==> src/rtl/aes_pkg.sv <==
// aes_pkg: byte width and arbiter FSM states shared by the S-box arbiter and the round controller
package aes_pkg;
  localparam int BYTE_W = 8;
  typedef enum logic {ARB = 1'b0, LOCK_B = 1'b1} arb_state_t;
endpackage

==> src/rtl/sbox.sv <==
// sbox: combinational AES forward S-box lookup
module sbox
  import aes_pkg::*;
(
  input  logic [BYTE_W-1:0] data,
  output logic [BYTE_W-1:0] dout
);
  localparam logic [BYTE_W-1:0] SBOX [0:255] = '{
    8'h63, 8'h7c, 8'h77, 8'h7b, 8'hf2, 8'h6b, 8'h6f, 8'hc5, 8'h30, 8'h01, 8'h67, 8'h2b, 8'hfe, 8'hd7, 8'hab, 8'h76,
    8'hca, 8'h82, 8'hc9, 8'h7d, 8'hfa, 8'h59, 8'h47, 8'hf0, 8'had, 8'hd4, 8'ha2, 8'haf, 8'h9c, 8'ha4, 8'h72, 8'hc0,
    8'hb7, 8'hfd, 8'h93, 8'h26, 8'h36, 8'h3f, 8'hf7, 8'hcc, 8'h34, 8'ha5, 8'he5, 8'hf1, 8'h71, 8'hd8, 8'h31, 8'h15,
    8'h04, 8'hc7, 8'h23, 8'hc3, 8'h18, 8'h96, 8'h05, 8'h9a, 8'h07, 8'h12, 8'h80, 8'he2, 8'heb, 8'h27, 8'hb2, 8'h75,
    8'h09, 8'h83, 8'h2c, 8'h1a, 8'h1b, 8'h6e, 8'h5a, 8'ha0, 8'h52, 8'h3b, 8'hd6, 8'hb3, 8'h29, 8'he3, 8'h2f, 8'h84,
    8'h53, 8'hd1, 8'h00, 8'hed, 8'h20, 8'hfc, 8'hb1, 8'h5b, 8'h6a, 8'hcb, 8'hbe, 8'h39, 8'h4a, 8'h4c, 8'h58, 8'hcf,
    8'hd0, 8'hef, 8'haa, 8'hfb, 8'h43, 8'h4d, 8'h33, 8'h85, 8'h45, 8'hf9, 8'h02, 8'h7f, 8'h50, 8'h3c, 8'h9f, 8'ha8,
    8'h51, 8'ha3, 8'h40, 8'h8f, 8'h92, 8'h9d, 8'h38, 8'hf5, 8'hbc, 8'hb6, 8'hda, 8'h21, 8'h10, 8'hff, 8'hf3, 8'hd2,
    8'hcd, 8'h0c, 8'h13, 8'hec, 8'h5f, 8'h97, 8'h44, 8'h17, 8'hc4, 8'ha7, 8'h7e, 8'h3d, 8'h64, 8'h5d, 8'h19, 8'h73,
    8'h60, 8'h81, 8'h4f, 8'hdc, 8'h22, 8'h2a, 8'h90, 8'h88, 8'h46, 8'hee, 8'hb8, 8'h14, 8'hde, 8'h5e, 8'h0b, 8'hdb,
    8'he0, 8'h32, 8'h3a, 8'h0a, 8'h49, 8'h06, 8'h24, 8'h5c, 8'hc2, 8'hd3, 8'hac, 8'h62, 8'h91, 8'h95, 8'he4, 8'h79,
    8'he7, 8'hc8, 8'h37, 8'h6d, 8'h8d, 8'hd5, 8'h4e, 8'ha9, 8'h6c, 8'h56, 8'hf4, 8'hea, 8'h65, 8'h7a, 8'hae, 8'h08,
    8'hba, 8'h78, 8'h25, 8'h2e, 8'h1c, 8'ha6, 8'hb4, 8'hc6, 8'he8, 8'hdd, 8'h74, 8'h1f, 8'h4b, 8'hbd, 8'h8b, 8'h8a,
    8'h70, 8'h3e, 8'hb5, 8'h66, 8'h48, 8'h03, 8'hf6, 8'h0e, 8'h61, 8'h35, 8'h57, 8'hb9, 8'h86, 8'hc1, 8'h1d, 8'h9e,
    8'he1, 8'hf8, 8'h98, 8'h11, 8'h69, 8'hd9, 8'h8e, 8'h94, 8'h9b, 8'h1e, 8'h87, 8'he9, 8'hce, 8'h55, 8'h28, 8'hdf,
    8'h8c, 8'ha1, 8'h89, 8'h0d, 8'hbf, 8'he6, 8'h42, 8'h68, 8'h41, 8'h99, 8'h2d, 8'h0f, 8'hb0, 8'h54, 8'hbb, 8'h16
  };
  assign dout = SBOX[data];
endmodule

==> src/rtl/sbox_arbiter.sv <==
// sbox_arbiter: shares one AES S-box between the SubBytes stream (A) and key expansion (B),
// with registered per-port result slots under valid/ack and a B burst lock for SubWord.
module sbox_arbiter
  import aes_pkg::*;
#(
  parameter int FIXED_PRIO = 0,
  parameter int CNT_W      = 16
) (
  input  logic              clk,
  input  logic              rst,
  input  logic              a_valid_in,
  input  logic [BYTE_W-1:0] a_data_in,
  output logic              a_ready_out,
  output logic              a_valid_out,
  output logic [BYTE_W-1:0] a_data_out,
  input  logic              a_ack_in,
  input  logic              b_valid_in,
  input  logic [BYTE_W-1:0] b_data_in,
  input  logic              b_last_in,
  output logic              b_ready_out,
  output logic              b_valid_out,
  output logic [BYTE_W-1:0] b_data_out,
  input  logic              b_ack_in,
  output logic [CNT_W-1:0]  a_grant_cnt,
  output logic [CNT_W-1:0]  b_grant_cnt,
  output logic              locked_out
);
  arb_state_t r_state, w_next;
  logic r_last_b, r_a_vld, r_b_vld;
  logic [BYTE_W-1:0] r_a_dat, r_b_dat, w_sin, w_sout;
  logic [CNT_W-1:0] r_a_cnt, r_b_cnt;
  logic w_a_elig, w_b_elig, w_gnt_a, w_gnt_b;
  // a slot being acked this cycle can take a new result (ack bypass)
  assign w_a_elig = a_valid_in && (!r_a_vld || a_ack_in);
  assign w_b_elig = b_valid_in && (!r_b_vld || b_ack_in);
  always_comb begin
    w_gnt_b = !rst && w_b_elig &&
              (r_state == LOCK_B || !w_a_elig || FIXED_PRIO != 0 || !r_last_b);
    w_gnt_a = !rst && w_a_elig && r_state == ARB && !w_gnt_b;
    w_next  = w_gnt_b ? (b_last_in ? ARB : LOCK_B) : r_state;
  end
  assign w_sin = w_gnt_b ? b_data_in : a_data_in;
  sbox u_sbox (.data(w_sin), .dout(w_sout));
  always_ff @(posedge clk or posedge rst) begin
    if (rst) begin
      r_state  <= ARB;
      r_last_b <= 1'b1;
      r_a_vld  <= 1'b0;
      r_b_vld  <= 1'b0;
      r_a_dat  <= '0;
      r_b_dat  <= '0;
      r_a_cnt  <= '0;
      r_b_cnt  <= '0;
    end else begin
      r_state <= w_next;
      if (w_gnt_a || w_gnt_b) r_last_b <= w_gnt_b;
      if (w_gnt_a) begin
        r_a_vld <= 1'b1;
        r_a_dat <= w_sout;
        r_a_cnt <= r_a_cnt + 1'b1;
      end else if (a_ack_in) r_a_vld <= 1'b0;
      if (w_gnt_b) begin
        r_b_vld <= 1'b1;
        r_b_dat <= w_sout;
        r_b_cnt <= r_b_cnt + 1'b1;
      end else if (b_ack_in) r_b_vld <= 1'b0;
    end
  end
  assign a_ready_out = w_gnt_a;
  assign b_ready_out = w_gnt_b;
  assign a_valid_out = r_a_vld;
  assign b_valid_out = r_b_vld;
  assign a_data_out  = r_a_dat;
  assign b_data_out  = r_b_dat;
  assign a_grant_cnt = r_a_cnt;
  assign b_grant_cnt = r_b_cnt;
  assign locked_out  = r_state == LOCK_B;
endmodule

==> config.mk <==
export PLATFORM = sky130hd
export DESIGN_NAME = sbox_arbiter
export DESIGN_NICKNAME = d
export VERILOG_FILES = /design/src/rtl/aes_pkg.sv /design/src/rtl/sbox.sv /design/src/rtl/sbox_arbiter.sv
export SDC_FILE = /design/constraint.sdc
export NUM_CORES = 1
export LEC_CHECK = 0
export ABC_CLOCK_PERIOD_IN_PS = 6700
export CELL_PAD_IN_SITES_DETAIL_PLACEMENT = 2
export CELL_PAD_IN_SITES_GLOBAL_PLACEMENT = 2
export CORE_MARGIN = 1.5
export CORE_UTILIZATION = 28
export DETAILED_ROUTE_END_ITERATION = 12
export PLACE_DENSITY_LB_ADDON = 0.1
export SLEW_MARGIN = 15
export SYNTH_ARGS = -nofsm -noshare
export SYNTH_HDL_FRONTEND = slang
export SYNTH_SLANG_ARGS = --single-unit
==> constraint.sdc <==
create_clock -name clk -period 6.7 [get_ports clk]
set_input_delay 1.34 -clock clk [delete_from_list [all_inputs] [get_ports clk]]
set_output_delay 1.34 -clock clk [all_outputs]
set_load 0.03 [all_outputs]
==> results of run 1 <==
## per-layer routing
layer | vias up | track usage [%]
li1 | 3360 | -
met1 | 3987 | 41.6
met3 | 114 | 4.82
met4 | 0 | 15.8
met5 | - | 0
met2 | 467 | 52.2
## flip-flops by register name, indices dropped and copies added (netlist names)
| name | flops |
|---|---|
| r_last_b | 1 |
| a_valid_out | 1 |
| a_data_out | 8 |
| a_grant_cnt | 16 |
| b_grant_cnt | 16 |
| locked_out | 1 |
| b_data_out | 8 |
| b_valid_out | 1 |
## logic make-up after synthesis
logic type	after synthesis	synth area share, %
flops	52	20.2
simple gates	312	23.0
xor+xnor	37	5.02
compound gates	318	35.9
fa+ha+maj	10	1.94
buf+inv	103	7.52
mux	32	6.48
## worst min-delay path by stage
stage	from	slack, ns	endpoint	cells after the start
after floorplan	r_last_b$_DFFE_PP1P_	0.48	r_last_b$_DFFE_PP1P_	2
after global placement	a_grant_cnt[15]$_DFFE_PP0P_	0.46	a_grant_cnt[15]$_DFFE_PP0P_	1
after detailed placement	a_grant_cnt[15]$_DFFE_PP0P_	0.46	a_grant_cnt[15]$_DFFE_PP0P_	1
after CTS	a_grant_cnt[15]$_DFFE_PP0P_	0.48	a_grant_cnt[15]$_DFFE_PP0P_	1
after global routing	a_grant_cnt[15]$_DFFE_PP0P_	0.50	a_grant_cnt[15]$_DFFE_PP0P_	1
final	a_grant_cnt[15]$_DFFE_PP0P_	0.47	a_grant_cnt[15]$_DFFE_PP0P_	1
## final cells by class
cell class,count,area [sq um]
Clock buffer,7,143
Multi-Input combinational cell,709,4680
Timing Repair Buffer,123,1110
Fill cell,2649,15000
Tap cell,285,357
Clock inverter,1,7.51
Sequential cell,52,1300
Inverter,18,72.6
## cells in the mapped netlist, types with 14 or more instances
cell type    n  area, sq um
a211oi_1    15          113
a21oi_1     53          265
a221oi_1    14          123
a31oi_1     21          131
and3_1      14         87.6
buf_2       32          160
clkbuf_1    43          161
dfrtp_1     51         1280
inv_1       16         60.1
mux2i_1     17          170
nand2_1    104          390
nand3_1     37          185
nand4_1     16          100
nor2_1      73          274
nor3_1      23          115
o211ai_1    15          113
o21ai_0     64          320
xnor2_1     27          236
## power breakdown
part           internal, mW  leakage [nW]  switching (mW)  total [mW]
registers             0.391         0.663          0.0735       0.464
clock network         0.149        0.0701           0.114       0.263
logic                 0.400          2.15           0.799        1.20
## worst max-delay path, stage by stage
cell and delay [ns]:
clkdlybuf4s50_1 0.49, nand2b_4 0.21, a311o_4 0.53, inv_6 0.25, buf_4 0.46, mux2_1 0.75, nor2_1 0.77, a21oi_1 0.18
nand4_1 0.15, nor2b_1 0.07, a211oi_1 0.52, a21oi_1 0.15
## metrics by stage
| step | setup slack, ns | utilization, % | hold WS (ns) | area, sq um | power, mW |
|---|---|---|---|---|---|
| 2_1_floorplan | 2.12 | - | 0.479 | 6450 | 1.14 |
| 3_3_place_gp | 0.822 | 33.2 | 0.460 | 7520 | 1.63 |
| 3_5_place_dp | 0.727 | 33.2 | 0.464 | 7520 | 1.64 |
| 4_1_cts | 1.03 | 33.9 | 0.477 | 7670 | 1.91 |
| 5_1_grt | 0.752 | 33.9 | 0.500 | 7670 | 2.01 |
| 6_report | 0.938 | 33.9 | 0.473 | 7670 | 1.93 |
==> results.md, run 1 <==
- CP Max Fanout: 35
- Port Buffers: 75
- Synth Warn #: 0
- Most common cell after layout, fill and taps aside: nand2_1
- Syn_area_per_cell: ~7.5 sq um
- H-tree depth: 2
- Total number of vias: 7928
- Final min period: 5.76 ns
- Setup crit start kind: input port
- Drt first pass iters: 5
- Total CTS buffers: 5
- Die footprint: ~24000 sq um
- R2R setup slack: 2.09 ns
- Chip width: 155 um
- Worst-path clk slew: about 0.070 ns
- Rows: 55
- Reg2reg path depth: 11
- Final Cycle Share: between 80% and 90%
- Final WL: 38.3 mm
- Slew HR: 15.5%
- Clock sink total: 52
- Reg-to-reg startpoint: b_valid_out$_DFFE_PP0P_
- Met1 Wirelength: ~16 mm
- Antenna violations before repair: 0
- Largest net degree at the start of global routing: 53
- First-pass GRT wire length: 57.2 mm
- Core Region: 22600 sq um
- Type of the worst setup path: input port to register
- DR iter-0 viols: about 670
- CTS Buffer Depth: 2
- Yosys reg bits: 52
- Critical R2R Capture: a_data_out[5]$_DFFE_PP0P_
- Critical path arrival: 5.91 ns
- Initial core utilization: 28.5%
- Total gr overflow: 0
- Req. time, crit path: between 6 and 7 ns
- Metal2 WL: 17.2 mm
- Syn_nets: 897
- Max Fclk: 174 MHz
- Post-CTS Repair Setup Buffers: 0
- DP HPWL: 28.3 mm
- Chip Height: ~150 um
- RD Place Congestion: ~1.0
- Final Skew: ~0.0043 ns
- TNS Setup: 0 ns
- Library cells used by synthesis: 88
- Ys flop type: dfrtp_1
- Tot GR Track Use: approximately a third
- Sequential area share after synthesis: 20.2%
- P&R area growth vs syn: 18.8%
- Leakage: 2.88 nW
- Layout cells sized above 1: between 10% and 20%
- Crit end category: register
- DRC viols: 0
- WL per Instance: approximately 32 um
- Final hold vios: 0
- RSZ-0062 raised after global routing: false
- Post-route ant nets: 0
- Avg Vias per Cell: 6.63
- Non-filler instance count after layout: 1195
- I/O pins: 76
- Worst setup path startpoint: rst
- Nets@finish: 942
- Most frequent cells in the layout: nand2_1, clkdlybuf4s50_1, nor2_1, o21ai_0, a21oi_1
- TritonCTS clock tree: done
- Fin. max-slew vios: 0
- Vias in the first global route: 8251
- Max Cap Viol: 0
- Mapped cell area: 6450 sq um
- Top layer in use: met4
- CTS Root Cell: clkbuf_16
- Synth Instances: about 860
- Worst hold path class: register to register
- Ys async rst share: 100%
- Status: completed
- Final setup vio count: 0
- Worst Tran Pin Value: 1.26 ns
- N_diodes: 0
- Peak supply drop: 0.000111 V
- P per Cell Area: about 250 nW/um^2
- Met3 wire len: slightly above 3 mm
- Hold-fix buffers, CTS: 0
- Clk_lat worst skew: 0.29 ns
- Post-CTS resize count: 0
- CP endpoint: a_data_out[5]$_DFFE_PP0P_
- Post-synth EDFFs: 0
- Placed cells: between 1000 and 1500
No activity file was read; power rests on OpenSTA's default activity.
==> run 2: changes to the inputs <==
--- a/config.mk
+++ b/config.mk
@@ -5,7 +5,7 @@
 export SDC_FILE = /design/constraint.sdc
 export NUM_CORES = 1
 export LEC_CHECK = 0
-export ABC_CLOCK_PERIOD_IN_PS = 6700
+export CAP_MARGIN = 25
 export CELL_PAD_IN_SITES_DETAIL_PLACEMENT = 2
 export CELL_PAD_IN_SITES_GLOBAL_PLACEMENT = 2
 export CORE_MARGIN = 1.5
==> run 2 against run 1 <==
  * Setup slack improved by 0.022 ns
  * First-iteration DRC count is 13% higher
  * Power grew 0.12%
  * Global-route usage shrank 0.13 points
  * Register-to-register slack improved by 0.02 ns
  * Cell count about the same
  * Sequential share of layout area is essentially flat
  * Flip-flop and latch count unchanged
==> results.md, run 2 (synthesized netlist as in run 1, its figures left out) <==
- Status: completed
- Critical-path cell list: clkdlybuf4s50_1 > nand2b_4 > a311o_4 > inv_6 > buf_4 > mux2_1 > nor2_1 > a21oi_1 > nand4_1 > nor2b_1 > a211oi_1 > a21oi_1
- Total CTS buffers: 5
- Req. time, crit path: 6.86 ns
- Leakage: ~2.9 nW
- Buf+Inv Stages, Crit Path: 3
- Setup crit start kind: input port
- Area of the multi-input gates: 4680 sq um
- Worst hold path class: register to register
- Post-layout util: 33.9%
- Total number of vias: 7915
- CP max stage delay: ~0.8 ns
- Most frequent cell on the critical path: a21oi_1
- Drt first pass iters: 5
- Chip width: roughly 150 um
- Post-CTS resize count: 0
- First-pass GRT wire length: around 57 mm
- DRC viols: 0
- Worst Tran Pin Value: 1.16 ns
- Worst-path clk slew: 0.07 ns
- Peak supply drop: approximately 0.00011 V
- Layout fillers: 2614
- Hold-fix buffers, CTS: 0
- Final Instance Area: 7680 sq um
- Type of the worst setup path: input port to register
- Post-route ant nets: 0
- Initial core utilization: 28.5%
- Final hold slack: 0.474 ns
- Nets@finish: 943
- Slew HR: 22.5%
- Top delay family on crit path: compound AO/OA/AOI/OAI gates
- Antenna violations before repair: 1
- N_diodes: 0
- Placed instance area: between 7000 and 8000 sq um
- I/O pins: 76
- Chip Height: 155 um
- Final Skew: 0.00481 ns
- TNS Setup: 0 ns
- Final setup vio count: 0
- Clock sink total: 52
- Final Cycle Share: around 86%
- Final WL: approximately 38 mm
- Setup WS post-layout: roughly 0.96 ns
- CP Max Fanout: 35
- Placed cells: 1188
- Most frequent cells in the layout: nand2_1, clkdlybuf4s50_1, nor2_1, o21ai_0, a21oi_1
- CP max-delay cell: nor2_1
- H-tree depth: 2
- Final min period: 5.74 ns
- Layout cells sized above 1: 10.6%
- Fin. max-slew vios: 0
- Die footprint: 24000 sq um
- Most common cell after layout, fill and taps aside: nand2_1
- Dpl ws: 0.771 ns
- Tot GR Track Use: 32.0%
- P&R area growth vs syn: 19.0%
- Critical path arrival: 5.90 ns
- Core Region: 22600 sq um
- WL per Instance: 31.9 um
- Max Fclk: roughly 170 MHz
- RSZ-0062 raised after global routing: false
- CTS Buffer Depth: 2
- Crit end category: register
- Area occupied by registers: 1300 sq um
- Clk_lat worst skew: 0.29 ns
- Non-filler instance count after layout: roughly 1200
- Pwr Total: 1.93 mW
- DR iter-0 viols: between 700 and 800
- Max Cap Viol: 0
- Avg Vias per Cell: 6.62
- Vias in the first global route: between 8000 and 9000
- CTS Root Cell: clkbuf_16
- Total gr overflow: 0
- P per Cell Area: about 250 nW/um^2
- Rows: 55
- Port Buffers: 75
- DP HPWL: 28.2 mm
- RD Place Congestion: 1.03
- Final hold vios: 0
- Post-CTS Repair Setup Buffers: 0
- Largest net degree at the start of global routing: 53
- TritonCTS clock tree: done
==> run 2: cell type report <==
cell class	instances	area share, %
Tap cell	285	4.64
Clock inverter	2	0.179
Clock buffer	6	1.81
Inverter	18	0.945
Multi-Input combinational cell	709	60.9
Sequential cell	52	17.0
Timing Repair Buffer	124	14.6
==> run 2: metal layers <==
metal	vias to the layer above	share of wire (%)	global-route usage, %	wire length, um
li1	3358	-	-	-
met1	4017	42	41.2	16000
met2	433	46	52.9	17400
met3	107	6.9	4.12	2650
met4	0	5.4	15.4	2060
met5	-	0	0	0
==> run 2: path summary, 6_finish.rpt <==
path | endpoint | slack, ns | from | cells past startpoint
worst max-delay path | a_data_out[5]$_DFFE_PP0P_ | 0.96 | rst | 12
worst min-delay path | a_grant_cnt[15]$_DFFE_PP0P_ | 0.47 | a_grant_cnt[15]$_DFFE_PP0P_ | 1
worst max register to register | a_data_out[5]$_DFFE_PP0P_ | 2.11 | b_valid_out$_DFFE_PP0P_ | 11
worst min register to register | a_grant_cnt[15]$_DFFE_PP0P_ | 0.47 | a_grant_cnt[15]$_DFFE_PP0P_ | 1
max in group asynchronous | a_grant_cnt[0]$_DFFE_PP0P_ | 4.56 | rst | 3
min in group asynchronous | b_valid_out$_DFFE_PP0P_ | 1.67 | rst | 3
==> run 2: where the power goes <==
group | switching [mW] | leakage (nW) | internal (mW) | total [mW]
sequential | 0.0731 | 0.663 | 0.391 | 0.464
combinational | 0.797 | 2.16 | 0.401 | 1.20
clock | 0.118 | 0.0772 | 0.150 | 0.267
total | 0.988 | 2.90 | 0.941 | 1.93
==> run 2: worst register-to-register path, stage by stage, from the launching register on <==
cell      delay, ns
dfrtp_1        0.40
nor2b_4        0.16
a311o_4        0.58
inv_6          0.26
buf_4          0.45
mux2_1         0.75
nor2_1         0.79
a21oi_1        0.17
nand4_1        0.14
nor2b_1        0.07
a211oi_1       0.52
a21oi_1        0.16
